`config.mk`:
```
export PLATFORM = sky130hd
export DESIGN_NAME = sram_mem_responder
export DESIGN_NICKNAME = d
export VERILOG_FILES = /design/src/rtl/sram_mem_responder_pkg.sv /design/src/rtl/sram_addr_map.sv /design/src/rtl/sram_mem_responder.sv
export SDC_FILE = /design/constraint.sdc
export NUM_CORES = 1
export LEC_CHECK = 0
export ABC_CLOCK_PERIOD_IN_PS = 1600
export BUFFER_PORTS_ARGS = -buffer_cell sky130_fd_sc_hd__buf_4
export CORE_MARGIN = 2
export CORE_UTILIZATION = 44
export CTS_CLUSTER_DIAMETER = 120
export DETAILED_ROUTE_END_ITERATION = 12
export GPL_ROUTABILITY_DRIVEN = 0
export GPL_TIMING_DRIVEN = 0
export MAX_ROUTING_LAYER = met4
export PLACE_DENSITY = 0.76
export SYNTH_ARGS = -nofsm -noshare
export SYNTH_HDL_FRONTEND = slang
export SYNTH_SLANG_ARGS = --single-unit
```
`constraint.sdc`:
```
create_clock -name clk -period 1.6 [get_ports clk]
set_input_delay 0.16 -clock clk [delete_from_list [all_inputs] [get_ports clk]]
set_output_delay 0.16 -clock clk [all_outputs]
set_load 0.05 [all_outputs]
```
`src/rtl/sram_mem_responder_pkg.sv`:
```
// Shared types and constants for the MEM-stage SRAM responder.
// Word-to-half-word split and FSM state encoding live here.
package sram_mem_responder_pkg;

    localparam int unsigned DATA_W            = 32;
    localparam int unsigned SRAM_DATA_W       = 16;
    localparam logic [31:0] DEFAULT_ADDR_BASE = 32'd1024;

    typedef enum logic [2:0] {
        IDLE  = 3'd0,
        RD_LO = 3'd1,
        RD_HI = 3'd2,
        WR_LO = 3'd3,
        WR_HI = 3'd4,
        DONE  = 3'd5
    } state_t;

    // Byte offset from the mapped base, modulo 2^32, in 32-bit words.
    function automatic logic [31:0] word_index(input logic [31:0] byte_addr,
                                               input logic [31:0] base);
        return (byte_addr - base) >> 2;
    endfunction

endpackage

```
`src/rtl/sram_addr_map.sv`:
```
// Byte address to SRAM half-word address translation (combinational).
// Addresses below the base wrap silently; upper word bits are discarded.
module sram_addr_map
    import sram_mem_responder_pkg::*;
#(
    parameter logic [31:0] ADDR_BASE   = DEFAULT_ADDR_BASE,
    parameter int unsigned SRAM_ADDR_W = 18
) (
    input  logic [31:0]            byte_addr,
    input  logic                   half,
    output logic [SRAM_ADDR_W-1:0] half_addr
);

    logic [31:0] word;
    logic        unused_word_bits;

    always_comb begin
        word      = word_index(byte_addr, ADDR_BASE);
        half_addr = {word[SRAM_ADDR_W-2:0], half};
    end

    assign unused_word_bits = ^word[31:SRAM_ADDR_W-1];

endmodule

```
`src/rtl/sram_mem_responder.sv`:
```
// MEM-stage data memory responder: one 32-bit load/store carried out as
// two 16-bit accesses on an asynchronous SRAM; ready stays low until done.
module sram_mem_responder
    import sram_mem_responder_pkg::*;
#(
    parameter logic [31:0] ADDR_BASE   = DEFAULT_ADDR_BASE,
    parameter int unsigned WAIT_CYCLES = 2,
    parameter int unsigned SRAM_ADDR_W = 18
) (
    input  logic                   clk,
    input  logic                   rst,
    input  logic                   MEM_R_ENIn,
    input  logic                   MEM_W_ENIn,
    input  logic [31:0]            addressIn,
    input  logic [31:0]            writeDataIn,
    output logic [31:0]            readDataOut,
    output logic                   readyOut,
    output logic [SRAM_ADDR_W-1:0] sram_addr,
    output logic [15:0]            sram_dq_out,
    input  logic [15:0]            sram_dq_in,
    output logic                   sram_dq_oe,
    output logic                   sram_we_n
);

    localparam int unsigned     CNT_W    = $clog2(WAIT_CYCLES);
    localparam logic [CNT_W-1:0] CNT_LAST = CNT_W'(WAIT_CYCLES - 1);

    state_t                   state;
    logic [CNT_W-1:0]         counter;
    logic [CNT_W-1:0]         cnt_inc;
    logic [15:0]              wdata_hi;
    logic [SRAM_ADDR_W-1:0]   lo_addr;
    logic                     req;

    sram_addr_map #(
        .ADDR_BASE   (ADDR_BASE),
        .SRAM_ADDR_W (SRAM_ADDR_W)
    ) u_addr_map (
        .byte_addr (addressIn),
        .half      (1'b0),
        .half_addr (lo_addr)
    );

    always_comb begin
        req      = MEM_R_ENIn | MEM_W_ENIn;
        readyOut = ~req | (state == DONE);
        cnt_inc  = counter + 1'b1;
    end

    // Address and high data half are latched at acceptance so a request
    // withdrawn mid-access still finishes as one coherent word.
    always_ff @(posedge clk or negedge rst) begin
        if (!rst) begin
            state       <= IDLE;
            counter     <= '0;
            readDataOut <= '0;
            sram_addr   <= '0;
            sram_dq_out <= '0;
            sram_dq_oe  <= 1'b0;
            sram_we_n   <= 1'b1;
            wdata_hi    <= '0;
        end else begin
            unique case (state)
                IDLE: begin
                    counter <= '0;
                    if (MEM_W_ENIn) begin
                        state       <= WR_LO;
                        sram_addr   <= lo_addr;
                        sram_dq_out <= writeDataIn[15:0];
                        wdata_hi    <= writeDataIn[31:16];
                        sram_dq_oe  <= 1'b1;
                        sram_we_n   <= 1'b0;
                    end else if (MEM_R_ENIn) begin
                        state     <= RD_LO;
                        sram_addr <= lo_addr;
                    end
                end
                RD_LO, RD_HI, WR_LO, WR_HI: begin
                    if (counter == CNT_LAST) begin
                        counter <= '0;
                        if (state == RD_LO) begin
                            readDataOut[15:0] <= sram_dq_in;
                            sram_addr         <= {sram_addr[SRAM_ADDR_W-1:1], 1'b1};
                            state             <= RD_HI;
                        end else if (state == RD_HI) begin
                            readDataOut[31:16] <= sram_dq_in;
                            state              <= DONE;
                        end else if (state == WR_LO) begin
                            sram_addr   <= {sram_addr[SRAM_ADDR_W-1:1], 1'b1};
                            sram_dq_out <= wdata_hi;
                            sram_we_n   <= 1'b0;
                            state       <= WR_HI;
                        end else begin
                            sram_dq_oe <= 1'b0;
                            sram_we_n  <= 1'b1;
                            state      <= DONE;
                        end
                    end else begin
                        counter <= cnt_inc;
                        // Strobe released on the last cycle of each half for hold.
                        if (state == WR_LO || state == WR_HI) begin
                            sram_we_n <= (cnt_inc == CNT_LAST);
                        end
                    end
                end
                DONE: begin
                    state <= IDLE;
                end
                default: begin
                    state <= IDLE;
                end
            endcase
        end
    end

endmodule

```
==> out/results.tsv, run 1 <==
metric	value	unit
status	finished, violations left	
violations	negative setup slack	
hold_violations	0	
port_buffers	137	
worstSetupPathType	reg2reg	
rsz0062_at_grt	yes	
htreeDepth	3	
clk-insertion-delay-late	0.35	ns
postPlaceCellArea	5015	sq um
synth_edf_count	0	
worstPathMaxFanout	6	
whs	0.005596	ns
area_growth	43.74	%
worst_slack	-0.1115	ns
arrival	1.95	ns
final_area	5534	sq um
core_area	8593	sq um
synth_commonest_cells	87 x dfrtp_1, 77 x mux2_2, 10 x mux2_4	
start_util	44.80	%
via_count	2746	
synth-seq-cells	88	
period_share	107.0	%
grt_pass1_wl	13960	um
worstPathCellList	or3b_4 -> a21oi_4 -> buf_12 -> buf_12 -> mux2_4	
drv_slew	0	
tns	-1.275	ns
drive_above_1_share	65.38	%
synth_area_leaders	dfrtp_1 57%, mux2_2 23%, mux2_4 3.9%	
powerDensity	2526	nW/um^2
dr.pass1.iters	4	
hp-class	in2async	
totalWireLength	8674	um
dpl.hpwl	5979	um
p_leak	0.002554	uW
drt-initial-drc-count	66	
io_pins	153	
synth-async-reset-ratio	100.0	%
ys.flop_type	dfrtp_1	
synth_cell_type_count	44	
overflow	0	
cts_buffer_depth	2	
yosysMostFrequentCell	dfrtp_1	
synth_nets	354	
skew	0.007943	ns
drcViolationCount	0	
seq_area_frac_synth	57.23	%
postCtsHoldBufs	0	
dieArea	9514	sq um
syn_area	3850	sq um
cp.required	1.84	ns
viasPerCell	5.020	
drt-wirelength-per-cell	15.86	um
num_rows	34	
clock.fmax	0.5843	GHz
first_global_vias	2807	
setup_viol	19	
slew_headroom	28.05	%
diodes	0	
die_h	97.54	um
num-nets-final	519	
numCtsBuffers	9	
cts_sinks	88	
fin_crit	1.712	ns
die_w	97.54	um
worst_slew_pin_slew	1.079	ns
synthCells	269	
cp_common_cell	buf_12	
antenna_found_initial	0	
grtUsageTotal	18.83	%
cp_slowest_cell	dfrtp_2	
end_kind	register	
grt_max_degree	89	
synth_top_area_share	56.55	%
start_kind	register	
ir_worst_vdd	1.241	mV
cts-root-buf	clkbuf_8	
cts_tree	built	
syn_area_per_cell	14.31	sq um
yosysTopAreaCell	dfrtp_1	
fill_cells	667	
cap_viol_max_count	0	
clk_pin_slew	0.09	ns
ys_warn_count	0	
critPathMaxStageDelay	0.45	ns
postRouteAntennaNets	0	
==> metrics by stage <==
step                      util (%)  total power (uW)  cells  setup slack, ns
after floorplan                  -              9618    269         -0.08323
after global routing         64.40             14700    547          -0.1613
final                        64.40             13980    547          -0.1115
after CTS                    63.16             13890    541          -0.1311
after detailed placement     58.36             11860    514          -0.3301
after global placement       58.36             11680    514          -0.3230
==> where the power goes <==
part	internal (uW)	switching, uW
Combinational	3660	4860
Sequential	3380	655
Clock	616	811
Total	7660	6330
==> layout by cell type (no fill, tap or decap), types with 2 or more instances in the layout <==
master / count
nand3_1: 2
nand2_1: 3
a211oi_1: 3
buf_6: 5
inv_1: 3
a31oi_1: 5
nand2b_1: 2
clkbuf_1: 2
or3_1: 3
buf_4: 152
o31ai_1: 4
nor2_4: 2
xnor2_1: 2
dfrtp_1: 84
o21ai_0: 8
nor2_1: 4
mux2_2: 63
a21oi_1: 7
nor3_1: 3
clkinvlp_4: 3
buf_12: 6
nor2b_1: 3
clkbuf_8: 10
dfrtp_2: 3
mux2_4: 26
nand3b_1: 3
==> area by class of cell <==
| type | count | area [sq um] | area share (%) |
|---|---|---|---|
| clock buffers | 11 | 141.4 | 2.555 |
| multi-input cells | 163 | 1620 | 29.28 |
| flip-flops and latches | 88 | 2207 | 39.88 |
| repair buffers | 155 | 1226 | 22.16 |
| inverters | 3 | 11.26 | 0.2035 |
| plain buffers | 14 | 152.6 | 2.758 |
| well taps | 108 | 135.1 | 2.442 |
| clock inverters | 5 | 40.04 | 0.7235 |
==> state kept, by name, indices dropped and copies added (netlist names) <==
register,flops
sram_addr,18
sram_we_n,1
wdata_hi,16
sram_dq_oe,1
counter,1
state,3
readDataOut,32
sram_dq_out,16
==> repair_timing <==
item / 4_1_cts / 5_1_grt
endpoints found under the setup margin: 76 / 69
gates resized for setup: 29 / 18
pin swaps: 6 / 4
cloned: 1 / 1
hold endpoints to repair: 0 / 0
setup buffers: 11 / 6
==> worst paths after layout <==
check / slack (ns) / to / start / depth (start not counted)
max: -0.11 / sram_dq_out[0]$_DFFE_PN0P_ / state[1]$_DFFE_PN0P_ / 5
min: 0.006 / sram_dq_out[9]$_DFFE_PN0P_ / rst / 1
max reg2reg: -0.11 / sram_dq_out[0]$_DFFE_PN0P_ / state[1]$_DFFE_PN0P_ / 5
min reg2reg: 0.51 / wdata_hi[11]$_DFFE_PN0N_ / wdata_hi[11]$_DFFE_PN0N_ / 1
max in group asynchronous: 0.85 / state[2]$_DFFE_PN0P_ / rst / 1
min in group clk: 0.03 / sram_addr[1]$_DFFE_PN0P_ / addressIn[2] / 2
==> layer usage <==
layer  GRT usage [%]  wire length [um]  vias up
met2           29.07              4267       89
li1                -                 -     1302
met4           7.265               159        0
met1           24.89              3853     1342
met5               -                 0        -
met3           3.525               393       13
==> kinds of logic after synthesis <==
logic type / share of synthesized area, %
xor gates and xnor gates: 0.4551
AOI/OAI and AO/OA: 5.883
DFF: 57.23
muxes: 27.01
and+or+nand+nor: 6.143
buffers and inverters: 2.957
adders and majority gates: 0.3249
==> worst max-delay path, delay by kind of cell, from the launching register on <==
family	cells	cell delay [ns]
flops	1	0.45
simple gates	1	0.42
mux	1	0.29
buf+inv	2	0.25
compound gates	1	0.18
Note: power is estimated with default switching activity, not from simulation.
==> run 2, diff against run 1 <==
--- a/config.mk
+++ b/config.mk
@@ -15,6 +15,7 @@
 export GPL_TIMING_DRIVEN = 0
 export MAX_ROUTING_LAYER = met4
 export PLACE_DENSITY = 0.76
+export RECOVER_POWER = 100
 export SYNTH_ARGS = -nofsm -noshare
 export SYNTH_HDL_FRONTEND = slang
 export SYNTH_SLANG_ARGS = --single-unit
==> run 2 against run 1 <==
Against the previous run: the flow still finishes with violations (negative setup slack); clock power about the same; non-clock buffer count unchanged; first-iteration DRC count shrank 12%; setup slack barely moved; critical endpoint is now sram_dq_out[14]$_DFFE_PN0P_.
==> out/results.tsv, run 2 (synthesis results as in run 1) <==
metric	value	unit	change
status	finished, violations left		unchanged
violations	negative setup slack		unchanged
cp.required	1.84	ns	about the same
totalWireLength	8730	um	was 8674 um
first_global_vias	2807		unchanged
drt-initial-drc-count	58		was 66
register_area	2207	sq um	unchanged
cts-root-buf	clkbuf_8		unchanged
p_leak	0.002307	uW	was 0.002554 uW
crit_family	flip-flops		unchanged
fill_cells	745		was 667
dieArea	9514	sq um	unchanged
hold_end	wdata_hi[5]$_DFFE_PN0N_		
period_share	107.0	%	about the same
drcViolationCount	0		unchanged
grt_max_degree	89		unchanged
max_flop_register	readDataOut		unchanged
via_count	2748		was 2746
num-nets-final	519		unchanged
grtUsageTotal	18.83	%	unchanged
start_kind	register		unchanged
port_buffers	137		unchanged
hp-class	in2reg		was in2async
worstPathMaxFanout	6		unchanged
worstPathCellList	or3b_4 -> a21oi_4 -> buf_12 -> buf_12 -> mux2_4		unchanged
dpl.hpwl	5979	um	unchanged
worstSetupPathType	reg2reg		unchanged
drive_above_1_share	50.11	%	was 65.38%
diodes	0		unchanged
antenna_found_initial	0		unchanged
worst_slack	-0.1120	ns	was -0.1115 ns
fin_crit	1.712	ns	about the same
multi_input_area	1620	sq um	unchanged
largest_register_ffs	32		unchanged
io_pins	153		unchanged
core_area	8593	sq um	unchanged
cts_sinks	88		unchanged
cap_viol_max_count	0		unchanged
clock.fmax	0.5841	GHz	was 0.5843 GHz
dr.pass1.iters	4		unchanged
cp_common_cell	buf_12		unchanged
tns	-1.248	ns	was -1.275 ns
totalPowerFinal	13210	uW	was 13980 uW
ir_worst_vdd	1.172	mV	was 1.241 mV
powerDensity	2504	nW/um^2	was 2526 nW/um^2
grt_pass1_wl	13960	um	unchanged
mostFrequentLayoutCells	84 x dfrtp_1, 83 x buf_4, 69 x clkbuf_1, 63 x mux2_2, 26 x mux2_4		was 152 x buf_4, 84 x dfrtp_1, 63 x mux2_2, 26 x mux2_4, 10 x clkbuf_8
numCtsBuffers	9		unchanged
arrival	1.95	ns	about the same
whs	0.03196	ns	was 0.005596 ns
postCtsHoldBufs	0		unchanged
preCtsSetupSlack	-0.3301	ns	unchanged
cts_tree	built		unchanged
critPathMaxStageDelay	0.45	ns	about the same
worst_slew_pin_slew	1.182	ns	was 1.079 ns
slew_headroom	21.21	%	was 28.05%
cp_slowest_cell	dfrtp_2		unchanged
holdPathStages	2		
path_buf_inv	2		unchanged
clk-insertion-delay-late	0.35	ns	about the same
num_rows	34		unchanged
largestRegisters	readDataOut x32, sram_addr x18		unchanged
drv_slew	0		unchanged
r2r_cells	5		unchanged
cts_buffer_depth	2		unchanged
die_w	97.54	um	unchanged
postRouteAntennaNets	0		unchanged
r2r_slack	-0.11	ns	about the same
drt-wirelength-per-cell	15.96	um	was 15.86 um
rsz0062_at_grt	yes		unchanged
skew	0.01066	ns	was 0.007943 ns
rr_endpoint	sram_dq_out[14]$_DFFE_PN0P_		was sram_dq_out[0]$_DFFE_PN0P_
area_growth	37.08	%	was 43.74%
overflow	0		unchanged
htreeDepth	3		unchanged
start_util	44.80	%	unchanged
end_kind	register		unchanged
min-delay-start	writeDataIn[21]		
regToRegStartpoint	state[1]$_DFFE_PN0P_		unchanged
setup_viol	19		unchanged
viasPerCell	5.024		was 5.020
layout_commonest_cell	dfrtp_1		was buf_4
hold_violations	0		unchanged
die_h	97.54	um	unchanged
clk_pin_slew	0.09	ns	about the same
run 2: changes by cell type in the layout (fill, tap and decap cells not counted):
cell,before,now
clkbuf_1,2,69
clkbuf_2,1,3
buf_4,152,83
run 2: report_power, final:
group | internal, uW | total, uW | leakage [uW] | switching (uW)
Sequential | 3380 | 4020 | 0.00104 | 635
Combinational | 2900 | 7770 | 0.00119 | 4870
Clock | 616 | 1430 | 0.0000822 | 814
run 2: stage by stage:
step	util, %	instances	instance area (sq um)
finish	61.42	547	5278
global route	61.42	547	5278
CTS	63.16	541	5428
detailed placement	58.36	514	5015
global placement	58.36	514	5015
floorplan	-	269	3851
run 2: what timing repair did:
| action | CTS | global route |
|---|---|---|
| resized for setup | 29 | 18 |
| gates cloned | 1 | 1 |
| pin swaps | 6 | 4 |
| setup endpoints to repair | 76 | 69 |
| buffers inserted | 11 | 6 |
run 2: layout make-up:
class | count | share of cell area, %
Inverter | 3 | 0.2134
Buffer | 14 | 2.845
Clock inverter | 5 | 0.7587
Tap cell | 108 | 2.560
Clock buffer | 11 | 2.679
Timing Repair Buffer | 155 | 18.42
Multi-Input combinational cell | 163 | 30.70
Sequential cell | 88 | 41.82
run 2: layer usage:
layer / global-route usage, % / vias to the layer above / wire length [um]
li1: - / 1302 / -
met1: 24.89 / 1350 / 3948
met2: 29.07 / 85 / 4257
met3: 3.525 / 11 / 380
met4: 7.265 / 0 / 143
met5: - / - / 0
run 2: worst max path at each step:
stage,end,cells past startpoint,slack (ns),startpoint
CTS,sram_dq_out[0]$_DFFE_PN0P_,5,-0.13,state[1]$_DFFE_PN0P_
floorplan,sram_addr[8]$_DFFE_PN0P_,5,-0.08,state[0]$_DFFE_PN0P_
detailed placement,wdata_hi[14]$_DFFE_PN0N_,5,-0.33,state[0]$_DFFE_PN0P_
global placement,wdata_hi[13]$_DFFE_PN0N_,5,-0.32,state[0]$_DFFE_PN0P_
finish,sram_dq_out[14]$_DFFE_PN0P_,5,-0.11,state[1]$_DFFE_PN0P_
global route,sram_dq_out[0]$_DFFE_PN0P_,5,-0.16,state[1]$_DFFE_PN0P_
==> run 3, diff against run 2 <==
--- a/config.mk
+++ b/config.mk
@@ -8,13 +8,14 @@
 export ABC_CLOCK_PERIOD_IN_PS = 1600
 export BUFFER_PORTS_ARGS = -buffer_cell sky130_fd_sc_hd__buf_4
 export CORE_MARGIN = 2
-export CORE_UTILIZATION = 44
+export CORE_UTILIZATION = 45
+export CTS_BUF_LIST = sky130_fd_sc_hd__clkbuf_2 sky130_fd_sc_hd__clkbuf_4 sky130_fd_sc_hd__clkbuf_8
 export CTS_CLUSTER_DIAMETER = 120
 export DETAILED_ROUTE_END_ITERATION = 12
 export GPL_ROUTABILITY_DRIVEN = 0
 export GPL_TIMING_DRIVEN = 0
 export MAX_ROUTING_LAYER = met4
-export PLACE_DENSITY = 0.76
+export PLACE_DENSITY = 0.78
 export RECOVER_POWER = 100
 export SYNTH_ARGS = -nofsm -noshare
 export SYNTH_HDL_FRONTEND = slang
==> run 3 against run 2 <==
Against the previous run: the flow still finishes with violations (negative setup slack); register-to-register slack is essentially flat; count of clock-buffer cells in the layout decreased by 1; final cell count up 1.8%; power is 4.7% higher; design area up 4.5%; setup slack got worse by 0.0017 ns; utilization rose by 5.4 points; clock power barely moved; highest routed layer unchanged; global-route usage grew 1.1 points.
==> out/results.tsv, run 3 (synthesis results as in run 1) <==
metric	value	unit	change
status	finished, violations left		unchanged
violations	negative setup slack		unchanged
via_count	2832		was 2748
cts-root-buf	clkbuf_8		unchanged
worstPathCellList	or3b_4 -> a21oi_4 -> buf_4 -> buf_16 -> mux2_4		was or3b_4 -> a21oi_4 -> buf_12 -> buf_12 -> mux2_4
die_h	96.50	um	was 97.54 um
drive_above_1_share	51.77	%	was 50.11%
clock.fmax	0.5835	GHz	was 0.5841 GHz
layout_commonest_cell	dfrtp_1		unchanged
num-nets-final	532		was 519
rsz0062_at_grt	yes		unchanged
dp_cells	511		was 514
ir_worst_vdd	1.321	mV	was 1.172 mV
drv_slew	0		unchanged
htreeDepth	3		unchanged
dpl.hpwl	5993	um	was 5979 um
totalWireLength	9356	um	was 8730 um
m1WireLength	4107	um	was 3948 um
period_share	107.1	%	was 107.0%
largest_register_ffs	32		unchanged
clk_pin_slew	0.09	ns	about the same
core_area	8258	sq um	was 8593 sq um
hp-class	in2reg		unchanged
end_kind	register		unchanged
worst_slew_pin_slew	1.181	ns	was 1.182 ns
finish.utilization	66.77	%	was 61.42%
fill_cells	680		was 745
grt_max_degree	89		unchanged
viasPerCell	5.084		was 5.024
crit_family	flip-flops		unchanged
postRouteAntennaNets	0		unchanged
dr.pass1.iters	4		unchanged
cp_slowest_cell	dfrtp_2		unchanged
io_pins	153		unchanged
num_rows	33		was 34
clk-insertion-delay-late	0.35	ns	about the same
drt-wirelength-per-cell	16.80	um	was 15.96 um
area_growth	43.22	%	was 37.08%
grt_pass1_wl	13690	um	was 13960 um
path_buf_inv	2		unchanged
port_buffers	137		unchanged
critPathMaxStageDelay	0.46	ns	was 0.45 ns
dieArea	9311	sq um	was 9514 sq um
preCtsSetupSlack	-0.3159	ns	was -0.3301 ns
slew_headroom	21.29	%	was 21.21%
skew	0.008441	ns	was 0.01066 ns
fin_cells	557		was 547
start_kind	register		unchanged
maxUsedRoutingLayer	met4		unchanged
fin_crit	1.714	ns	was 1.712 ns
start_util	46.62	%	was 44.80%
first_global_vias	2820		was 2807
hold_violations	0		unchanged
worst_slack	-0.1137	ns	was -0.1120 ns
die_w	96.50	um	was 97.54 um
overflow	0		unchanged
cap_viol_max_count	0		unchanged
totalPowerFinal	13830	uW	was 13210 uW
wl_met3	554	um	was 380 um
powerDensity	2508	nW/um^2	was 2504 nW/um^2
max_flop_register	readDataOut		unchanged
grtUsageTotal	19.96	%	was 18.83%
antenna_found_initial	0		unchanged
p_leak	0.002467	uW	was 0.002307 uW
whs	0.03511	ns	was 0.03196 ns
drcViolationCount	0		unchanged
setup_viol	53		was 19
drt-initial-drc-count	126		was 58
worstPathMaxFanout	7		was 6
route.met2.wl	4606	um	was 4257 um
arrival	1.96	ns	was 1.95 ns
mostFrequentLayoutCells	85 x dfrtp_1, 84 x buf_4, 68 x clkbuf_1, 51 x mux2_4, 38 x mux2_2		was 84 x dfrtp_1, 83 x buf_4, 69 x clkbuf_1, 63 x mux2_2, 26 x mux2_4
worstSetupPathType	reg2reg		unchanged
cts_buffer_depth	2		unchanged
diodes	0		unchanged
numCtsBuffers	9		unchanged
cts_tree	built		unchanged
cp.required	1.84	ns	about the same
largestRegisters	readDataOut x32, sram_addr x18		unchanged
cts_sinks	88		unchanged
-- run 3: worst paths after layout --
| path | start | endpoint | slack [ns] | cells after the start |
|---|---|---|---|---|
| setup / recovery | state[0]$_DFFE_PN0P_ | sram_dq_out[8]$_DFFE_PN0P_ | -0.11 | 5 |
| hold / removal | writeDataIn[24] | wdata_hi[8]$_DFFE_PN0N_ | 0.04 | 2 |
| setup reg to reg | state[0]$_DFFE_PN0P_ | sram_dq_out[8]$_DFFE_PN0P_ | -0.11 | 5 |
| hold reg to reg | sram_addr[0]$_DFFE_PN0P_ | sram_addr[0]$_DFFE_PN0P_ | 0.50 | 2 |
| max in group asynchronous | rst | state[1]$_DFFE_PN0P_ | 0.74 | 1 |
| min in group asynchronous | rst | readDataOut[28]$_DFFE_PN0P_ | 0.07 | 1 |
-- run 3: repair_timing --
| item | in CTS | in global routing |
|---|---|---|
| pin swaps | 5 | 5 |
| endpoints found under the hold margin | 0 | 1 |
| gates resized for setup | 65 | 22 |
| gates cloned | 2 | 1 |
| setup buffers | 17 | 9 |
| hold buffers | 0 | 1 |
| setup endpoints to repair | 75 | 73 |
-- run 3: cell type report --
class	count	area, sq um	area share, %
Clock buffer	10	131.4	2.383
Inverter	3	11.26	0.2042
Clock inverter	6	45.04	0.8169
Multi-Input combinational cell	163	1727	31.31
Sequential cell	88	2206	40.00
Tap cell	105	131.4	2.383
Timing Repair Buffer	167	1097	19.90
Buffer	15	165.2	2.995
-- run 3: power by group --
part | total, uW | internal (uW) | leakage, uW | switching, uW
Sequential | 4070 | 3380 | 0.00104 | 684
Clock | 1400 | 587 | 0.0000823 | 816
Combinational | 8360 | 3340 | 0.00135 | 5020
Total | 13800 | 7310 | 0.00247 | 6520
-- run 3: through the flow --
step / area [sq um] / TNS [ns]
floorplan: 3851 / -1.198
global placement: 5011 / -10.77
detailed placement: 5011 / -12.76
CTS: 5594 / -3.252
global route: 5514 / -7.630
finish: 5514 / -2.821
-- run 3: metal layers --
metal,track usage [%],vias up
li1,-,1333
met1,25.25,1403
met2,31.54,87
met3,5.431,9
met4,6.221,0
met5,-,-
